==> src/rtl/xadc_pkg.sv <==
`default_nettype none
// ============================================================================
// xadc_pkg : shared FSM encoding, DRP address constants and result width
// Revision : 1.0
// ============================================================================
package xadc_pkg;

    typedef enum logic [1:0] {
        ST_IDLE    = 2'd0,
        ST_RD_WAIT = 2'd1,
        ST_WR_WAIT = 2'd2
    } state_e;

    localparam int RES_W        = 12;
    localparam int AUX_BASE_DEF = 16;

    localparam logic [6:0] CFG_REG0_ADDR = 7'h40;
    localparam logic [6:0] CFG_REG1_ADDR = 7'h41;
    localparam logic [6:0] CFG_REG2_ADDR = 7'h42;

    // Status registers for channels 0..31 sit at DRP addresses 0x00..0x1F.
    function automatic logic [6:0] chan_addr(input logic [4:0] ch);
        return {2'b00, ch};
    endfunction

endpackage
`default_nettype wire

==> src/rtl/xadc_result_bank.sv <==
`default_nettype none
// ============================================================================
// xadc_result_bank : NUM_CH x 12-bit result register file, flattened read
// Revision : 1.0
// ============================================================================
module xadc_result_bank
    import xadc_pkg::*;
#(
    parameter int NUM_CH = 4,
    parameter int SLOT_W = 2
) (
    input  logic                      clk_i,
    input  logic                      rst_i,
    input  logic                      we_i,
    input  logic [SLOT_W-1:0]         slot_i,
    input  logic [RES_W-1:0]          data_i,
    output logic [RES_W*NUM_CH-1:0]   bank_o
);

    generate
        for (genvar k = 0; k < NUM_CH; k++) begin : g_slot
            logic [RES_W-1:0] slot_q;

            always_ff @(posedge clk_i or posedge rst_i) begin
                if (rst_i) begin
                    slot_q <= '0;
                end else if (we_i && (slot_i == SLOT_W'(k))) begin
                    slot_q <= data_i;
                end
            end

            assign bank_o[RES_W*k +: RES_W] = slot_q;
        end
    endgenerate

endmodule
`default_nettype wire

==> src/rtl/xadc_drp_sequencer.sv <==
`default_nettype none
// ============================================================================
// xadc_drp_sequencer : reads each converted XADC channel over DRP into a
//                      result bank, sharing the port with config writes
// Revision : 1.0
// ============================================================================
module xadc_drp_sequencer
    import xadc_pkg::*;
#(
    parameter int NUM_CH   = 4,
    parameter int AUX_BASE = AUX_BASE_DEF,
    parameter int TIMEOUT  = 63
) (
    input  logic                    dclk_in,
    input  logic                    reset_in,
    input  logic                    eoc_in,
    input  logic [4:0]              channel_in,
    output logic [6:0]              daddr_out,
    output logic                    den_out,
    output logic                    dwe_out,
    output logic [15:0]             di_out,
    input  logic [15:0]             do_in,
    input  logic                    drdy_in,
    input  logic                    cfg_req,
    input  logic [6:0]              cfg_addr,
    input  logic [15:0]             cfg_data,
    output logic                    cfg_ack,
    output logic                    sample_valid,
    output logic [4:0]              sample_chan,
    output logic [RES_W-1:0]        sample_data,
    output logic [RES_W*NUM_CH-1:0] bank_data,
    output logic                    busy,
    output logic                    overrun,
    output logic                    timeout_err
);

    localparam int SLOT_W = (NUM_CH > 1) ? $clog2(NUM_CH) : 1;
    localparam int CNT_W  = (TIMEOUT > 1) ? $clog2(TIMEOUT + 1) : 1;

    state_e           state_q;
    logic             pend_q;
    logic [4:0]       pend_ch_q;
    logic [4:0]       rd_ch_q;
    logic [CNT_W-1:0] cnt_q;
    logic             den_q;
    logic             dwe_q;
    logic [6:0]       daddr_q;
    logic [15:0]      di_q;
    logic             cfg_ack_q;
    logic             cap_q;
    logic             sample_valid_q;
    logic [4:0]       sample_chan_q;
    logic [RES_W-1:0] sample_data_q;
    logic             overrun_q;
    logic             timeout_err_q;

    logic             w_rd_go;
    logic [4:0]       w_rd_ch;
    logic             w_cnt_done;
    logic             w_in_range;
    logic [SLOT_W-1:0] w_slot;
    logic             w_unused_do;

    // An eoc in an idle cycle is served directly so den follows one cycle later.
    assign w_rd_go    = pend_q | eoc_in;
    assign w_rd_ch    = pend_q ? pend_ch_q : channel_in;
    assign w_cnt_done = (cnt_q == CNT_W'(TIMEOUT - 1));
    assign w_in_range = (int'(sample_chan_q) >= AUX_BASE) &&
                        (int'(sample_chan_q) <  AUX_BASE + NUM_CH);
    assign w_slot     = SLOT_W'(int'(sample_chan_q) - AUX_BASE);
    assign w_unused_do = &{1'b0, do_in[3:0]};

    always_ff @(posedge dclk_in or posedge reset_in) begin
        if (reset_in) begin
            state_q        <= ST_IDLE;
            pend_q         <= 1'b0;
            pend_ch_q      <= '0;
            rd_ch_q        <= '0;
            cnt_q          <= '0;
            den_q          <= 1'b0;
            dwe_q          <= 1'b0;
            daddr_q        <= '0;
            di_q           <= '0;
            cfg_ack_q      <= 1'b0;
            cap_q          <= 1'b0;
            sample_valid_q <= 1'b0;
            sample_chan_q  <= '0;
            sample_data_q  <= '0;
            overrun_q      <= 1'b0;
            timeout_err_q  <= 1'b0;
        end else begin
            den_q          <= 1'b0;
            dwe_q          <= 1'b0;
            cfg_ack_q      <= 1'b0;
            cap_q          <= 1'b0;
            sample_valid_q <= cap_q;

            if (eoc_in) begin
                pend_q    <= 1'b1;
                pend_ch_q <= channel_in;
                if ((state_q != ST_IDLE) && (pend_q || (state_q == ST_RD_WAIT))) begin
                    overrun_q <= 1'b1;
                end
            end

            case (state_q)
                ST_IDLE: begin
                    if (w_rd_go) begin
                        den_q   <= 1'b1;
                        daddr_q <= chan_addr(w_rd_ch);
                        rd_ch_q <= w_rd_ch;
                        cnt_q   <= '0;
                        state_q <= ST_RD_WAIT;
                        // A stored request plus a fresh eoc leaves pend re-armed.
                        if (!(pend_q && eoc_in)) begin
                            pend_q <= 1'b0;
                        end
                    end else if (cfg_req) begin
                        den_q   <= 1'b1;
                        dwe_q   <= 1'b1;
                        daddr_q <= cfg_addr;
                        di_q    <= cfg_data;
                        cnt_q   <= '0;
                        state_q <= ST_WR_WAIT;
                    end
                end
                ST_RD_WAIT: begin
                    if (drdy_in) begin
                        sample_data_q <= do_in[15:4];
                        sample_chan_q <= rd_ch_q;
                        cap_q         <= 1'b1;
                        state_q       <= ST_IDLE;
                    end else if (w_cnt_done) begin
                        timeout_err_q <= 1'b1;
                        state_q       <= ST_IDLE;
                    end else begin
                        cnt_q <= cnt_q + 1'b1;
                    end
                end
                ST_WR_WAIT: begin
                    if (drdy_in || w_cnt_done) begin
                        cfg_ack_q <= 1'b1;
                        state_q   <= ST_IDLE;
                        if (!drdy_in) begin
                            timeout_err_q <= 1'b1;
                        end
                    end else begin
                        cnt_q <= cnt_q + 1'b1;
                    end
                end
                default: begin
                    state_q <= ST_IDLE;
                end
            endcase
        end
    end

    // The bank is written on the same edge that raises sample_valid.
    xadc_result_bank #(
        .NUM_CH (NUM_CH),
        .SLOT_W (SLOT_W)
    ) u_bank (
        .clk_i  (dclk_in),
        .rst_i  (reset_in),
        .we_i   (cap_q && w_in_range),
        .slot_i (w_slot),
        .data_i (sample_data_q),
        .bank_o (bank_data)
    );

    assign daddr_out    = daddr_q;
    assign den_out      = den_q;
    assign dwe_out      = dwe_q;
    assign di_out       = di_q;
    assign cfg_ack      = cfg_ack_q;
    assign sample_valid = sample_valid_q;
    assign sample_chan  = sample_chan_q;
    assign sample_data  = sample_data_q;
    assign busy         = (state_q != ST_IDLE);
    assign overrun      = overrun_q;
    assign timeout_err  = timeout_err_q;

endmodule
`default_nettype wire

==> config.mk <==
export PLATFORM = sky130hd
export DESIGN_NAME = xadc_drp_sequencer
export DESIGN_NICKNAME = d
export VERILOG_FILES = /design/src/rtl/xadc_pkg.sv /design/src/rtl/xadc_result_bank.sv /design/src/rtl/xadc_drp_sequencer.sv
export SDC_FILE = /design/constraint.sdc
export NUM_CORES = 1
export LEC_CHECK = 0
export CAP_MARGIN = 20
export CORE_MARGIN = 5
export CORE_UTILIZATION = 45
export CTS_CLUSTER_DIAMETER = 150
export DETAILED_ROUTE_END_ITERATION = 8
export GPL_ROUTABILITY_DRIVEN = 1
export GPL_TIMING_DRIVEN = 0
export MAX_ROUTING_LAYER = met4
export PLACE_DENSITY = 0.77
export SYNTH_ARGS = -nofsm -noshare
export SYNTH_HDL_FRONTEND = slang
export SYNTH_HIERARCHICAL = 1
export SYNTH_SLANG_ARGS = --single-unit
==> constraint.sdc <==
create_clock -name dclk_in -period 4.18 [get_ports dclk_in]
set_input_delay 0.418 -clock dclk_in [delete_from_list [all_inputs] [get_ports dclk_in]]
set_output_delay 0.418 -clock dclk_in [all_outputs]
set_load 0.1 [all_outputs]
; ---- Word level (Yosys, flattened, before mapping)
; Cells that the tools add are included.
[totals]
ff_bits = 114
in_bits = 49
word_cells = 97
[classes]
n_reduce_logical = 24
muxes = 33
n_eq_ne = 14
add_sub_neg = 2
magnitude_cmp = 2
bitwise = 2
[ops]
columns = op, n
row1 = 6-bit two-way mux, 5
row2 = 6-bit one-hot mux with 3 select lines, 1
row3 = 1-bit two-way mux, 17
row4 = 7-bit two-way mux, 2
row5 = 2-bit != test (second input constant), 6
row6 = 2-bit two-way mux, 5
row7 = 5-bit AND reduction, 2
row8 = 1-bit logical AND, 8
row9 = 2-bit AND reduction, 4
row10 = 6-bit by 1-bit adder with 6-bit output (second input constant), 1
row11 = 2-bit == test (second input constant), 3
row12 = 6-bit == test (second input constant), 1
row13 = 3-bit != test (second input constant), 2
row14 = 2-bit one-hot mux with 3 select lines, 1
row15 = 3-bit AND reduction, 2
row16 = 2-bit nonzero test, 3
row17 = 5-bit >= comparator (second input constant), 1
row18 = 5-bit less-than comparator (second input constant), 1
row19 = 5-bit two-way mux, 1
row20 = 2-bit by 1-bit == test with 1-bit output (second input constant), 2
row21 = 2-bit zero test, 2
row22 = 3-bit nonzero test, 1
row23 = 1-bit logical OR, 2
row24 = 1-bit one-hot mux with 2 select lines, 1
row25 = other kinds (3), 3

; ---- Depth between registers and ports, before layout
[depth]
ltp_word = 4
mapped_depth = 7
depth_no_buf = 6

; ---- Hierarchy
; Netlist, hierarchy kept.
[by_module_without_submodules]
columns = mod, area_each_um2, cells_per_inst, n_inst
row1 = xadc_drp_sequencer, 2793.9, 220, 1
row2 = xadc_result_bank, 1909.3, 105, 1

; ---- Least setup slack after synthesis
; No wires, ideal clock.
[synth_path]
path_type = register to register
startpoint = register sample_chan_q[4], in the netlist sample_chan[4]
endpoint = register u_bank.g_slot[0].slot_q[0]
path_buffers = 1
arrival_time_ns = 2.141
setup_ns = 0.126
required_time_ns = 4.054
setup_slack_ns = 1.913
stages_incl_launch_ff = 6
cell_sequence = dfrtp_1 > nand2_1 > nor3_1 > nor3b_4 > buf_6 > mux2_2
[synth_between]
elab_chain_len = 4
[synth_rtl]
columns = element, line_no
row1 = from (decl), xadc_drp_sequencer.sv:52  ; logic [4:0] sample_chan_q;
row2 = from (signal assigned), xadc_drp_sequencer.sv:130  ; sample_chan_q <= rd_ch_q;
row3 = 5-bit >= comparator or 5-bit less-than comparator (tied branches), "xadc_drp_sequencer.sv:68, xadc_drp_sequencer.sv:69"
row4 = 1-bit logical AND *, xadc_drp_sequencer.sv:68  ; assign w_in_range = (int'(sample_chan_q) >= AUX_BASE) &&
row5 = 1-bit logical AND *, xadc_drp_sequencer.sv:165  ; .we_i (cap_q && w_in_range),
row6 = 1-bit logical AND *, xadc_result_bank.sv:27  ; end else if (we_i && (slot_i == SLOT_W'(k))) begin
row7 = to (signal assigned), xadc_result_bank.sv:28  ; slot_q <= data_i;
row8 = to (decl), xadc_result_bank.sv:22  ; logic [RES_W-1:0] slot_q;
; Mark *: on every way between the ends. The rest lies on a longest branch, timed or not.
; A chain may end at the register's enable or synchronous reset.

; ---- Worst setup path in the final report
[layout_path]
startpoint = register state_q[1]
endpoint = output busy
[layout_between]
elab_chain_len = 1
[layout_rtl]
columns = element, line_no
row1 = from (decl), xadc_drp_sequencer.sv:40  ; state_e state_q;
row2 = from (signal assigned), xadc_drp_sequencer.sv:75  ; state_q <= ST_IDLE;
row3 = from (signal assigned), xadc_drp_sequencer.sv:113  ; state_q <= ST_RD_WAIT;
row4 = from (signal assigned), xadc_drp_sequencer.sv:124  ; state_q <= ST_WR_WAIT;
row5 = 2-bit nonzero test, xadc_drp_sequencer.sv:179  ; assign busy = (state_q != ST_IDLE);
row6 = to (decl), xadc_drp_sequencer.sv:32  ; output logic busy,
; Every way passes these cells.

==> out/qor.yml <==
clocking:
  cts_setup_buffers: 0
  clk_latency_ns: 0.51
  clockBufferDepth: 2
  root_buffer: "clkbuf_8"
  cts_hold_buffers: 0
  cts-buffers-inserted: 17
  cts_tree: "done"
  cts.sinks: 114
  cts_max_level: 4
  cts.clk_slew.worst_paths_ns: 0.05
  cts.repair.resized: 0
die:
  core-area_sq_mm: 0.0103
  die_area_sq_mm: 0.0126
  start_util_pct: 45.8
  fp.dieH_microns: 112
  rows: 37
  pin_count: 144
  die-width_microns: 112
grt:
  grt_pass1_wl_microns: 17600
  grt_pass1_vias: 3379
  antenna_found_initial: 0
  grt_use_total_pct: 18.1
  overflow: 0
  grt_max_degree: 67
place:
  io_buffers: 138
  place_area_sq_mm: 0.00628
  dp_hpwl_microns: 7770
  place.gp.congestion: 0.797
sta:
  rsz0062_at_grt: "false"
  slew_viol_final: 0
  clock.fmax_mhz: 329
  timing.final.crit_share_pct: 72.8
  max_slew_margin_pct: 30.2
  tightest_slew_ns: 1.04
  finalClockSkew_ns: 0.0124
  final-setup-viol-count: 0
  final.setup.tns_ns: 0
  hold_violations: 0
  finalCriticalPeriod_ns: 3.04
setup_path:
  crit_arrival_ns: 2.62
  cp_num_buf_inv: 3
  cp_cell_sequence: "inv_1 > ha_1 > inv_1 > clkdlybuf4s50_1"
  path_common_cell: "inv_1"
  cpPeakStageDelay_ns: 1.17
  start_kind: "flop"
  critPathTopFamily: "buffers and inverters"
  worst_path_max_delay_cell: "clkdlybuf4s50_1"
  cp_max_fo: 6
  crit_required_ns: 3.76
  crit_path_end_kind: "primary output"
  critPathKind: "reg2out"
synthesis:
  synthMuxAreaShare_pct: 23.9
  synth_edf_count: 0
  synth.most_common_cell: "dfrtp_1"
  synth.largest_area_cell: "dfrtp_1"
  avgSynthCellArea_sq_um: 14.5
  netlist_instances: 325
  yosysSeqAreaShare_pct: 60.7
  synth_top_family_by_area: "multiplexers"
  ys_top_cells_by_count: "dfrtp_1 (114), mux2_2 (66), mux2_4 (22), o21ai_0 (22), nand2_1 (16)"
  yosysWarnings: 6
  synth_nets: 380
  synth_fa_ha_area_share_pct: 1.81
  synth_top_area_share_pct: 60.7
  synth-compound-area-share_pct: 5.32
  yosys.area_share.simple_pct: 5.43
  synth_top_flop_cell: "dfrtp_1"
  synth_xor_area_share_pct: 0
  syn_area_sq_mm: 0.00470
  synthArstFlopShare_pct: 100
  synthTopCellsByArea: "dfrtp_1 (61%), mux2_2 (16%), mux2_4 (7.0%), o21ai_0 (2.3%), ha_1 (1.6%)"
  ys_seq_elements: 114
  yosysUniqueCellTypes: 34
route:
  firstDrtPassIters: 5
  drtAntennaViolNets: 0
  drt_iter0_markers: 124
  wl_per_cell_microns: 17.2
  via_count: 3116
  routed_wl_microns: 10900
  routed_via_density: 4.94
  drc: 0
cells_and_area:
  drive_gt1_share_pct: 27.3
  fillCellCount: 779
  fin_nets: 538
  finalInstanceArea_sq_mm: 0.00687
  n_antenna_cell: 0
  area_delta_synth_final_pct: 46.0
min_path:
  hold_class: "in2reg"
outcome:
  outcome: "completed"
run:
  maxCapViolCount: 0
[cells by family after synthesis]
family	after synthesis
flops	114
simple gates	49
compound gates	40
fa+ha+maj	7
buf+inv	22
mux	93
[layout make-up]
class / count / area, sq um / share of cell area [%]
inverters: 8 / 32.5 / 0.474
flip-flops and latches: 114 / 2850 / 41.5
clock inverters: 10 / 134 / 1.95
clock buffers: 21 / 449 / 6.54
multi-input cells: 189 / 1710 / 25.0
plain buffers: 14 / 106 / 1.55
well taps: 136 / 170 / 2.48
repair buffers: 139 / 1410 / 20.5
[metrics by stage]
step	util [%]	setup WS, ns	instances	hold slack [ns]
CTS	66.8	1.13	631	0.215
finish	66.8	1.14	631	0.228
floorplan	-	1.91	325	0.354
global placement	60.9	0.858	599	0.382
detailed placement	61.2	1.68	600	0.387
global route	66.8	1.01	631	0.227
[per-layer routing]
| layer | up-vias | share of wire [%] | global-route usage, % |
|---|---|---|---|
| met3 | 12 | 7.2 | 5.44 |
| met5 | - | 0 | - |
| met2 | 123 | 48 | 28.2 |
| li1 | 1462 | - | - |
| met1 | 1519 | 44 | 22.6 |
| met4 | 0 | 1.2 | 6.01 |
[registers in the layout, summed over array words and instances (netlist names)]
register              flops
u_bank/g_slot.slot_q     48
rd_ch_q                   5
dwe_out                   1
di_out                   16
den_out                   1
cap_q                     1
sample_valid              1
timeout_err               1
state_q                   2
cfg_ack                   1
pend_q                    1
pend_ch_q                 5
daddr_out                 7
overrun                   1
cnt_q                     6
sample_data              12
sample_chan               5
[cells in the final DEF, fill, tap and decap left out, types with 2 or more instances in the layout]
cell / instances
nand3b_1: 3
a31oi_1: 3
nand2_1: 16
mux2i_1: 5
a21oi_1: 4
mux2_2: 66
bufinv_16: 3
clkinvlp_4: 2
clkinv_2: 4
clkbuf_1: 5
nor3_1: 2
o21ai_0: 22
clkdlybuf4s50_1: 138
mux2_4: 22
a22o_1: 2
nor2_1: 8
inv_1: 6
nand2b_1: 6
buf_6: 5
clkbuf_16: 16
a21o_1: 4
clkbuf_8: 3
dfrtp_1: 114
nand3_1: 7
ha_1: 6
buf_4: 4
and3_1: 2
[path summary, 6_finish.rpt]
path	startpoint	to	slack [ns]	depth (start not counted)
min in group asynchronous	reset_in	u_bank/g_slot[0].slot_q[2]	0.37	2
setup / recovery	state_q[1]	busy	1.14	4
max in group asynchronous	reset_in	rd_ch_q[0]	3.16	2
hold / removal	eoc_in	overrun	0.23	2
setup reg to reg	state_q[1]	cnt_q[3]	2.19	7
hold reg to reg	cap_q	sample_valid	0.39	0
Power is left out: the tool's default activity adds up to more than one toggle a clock period on the data nets, which glitch-free logic cannot reach.
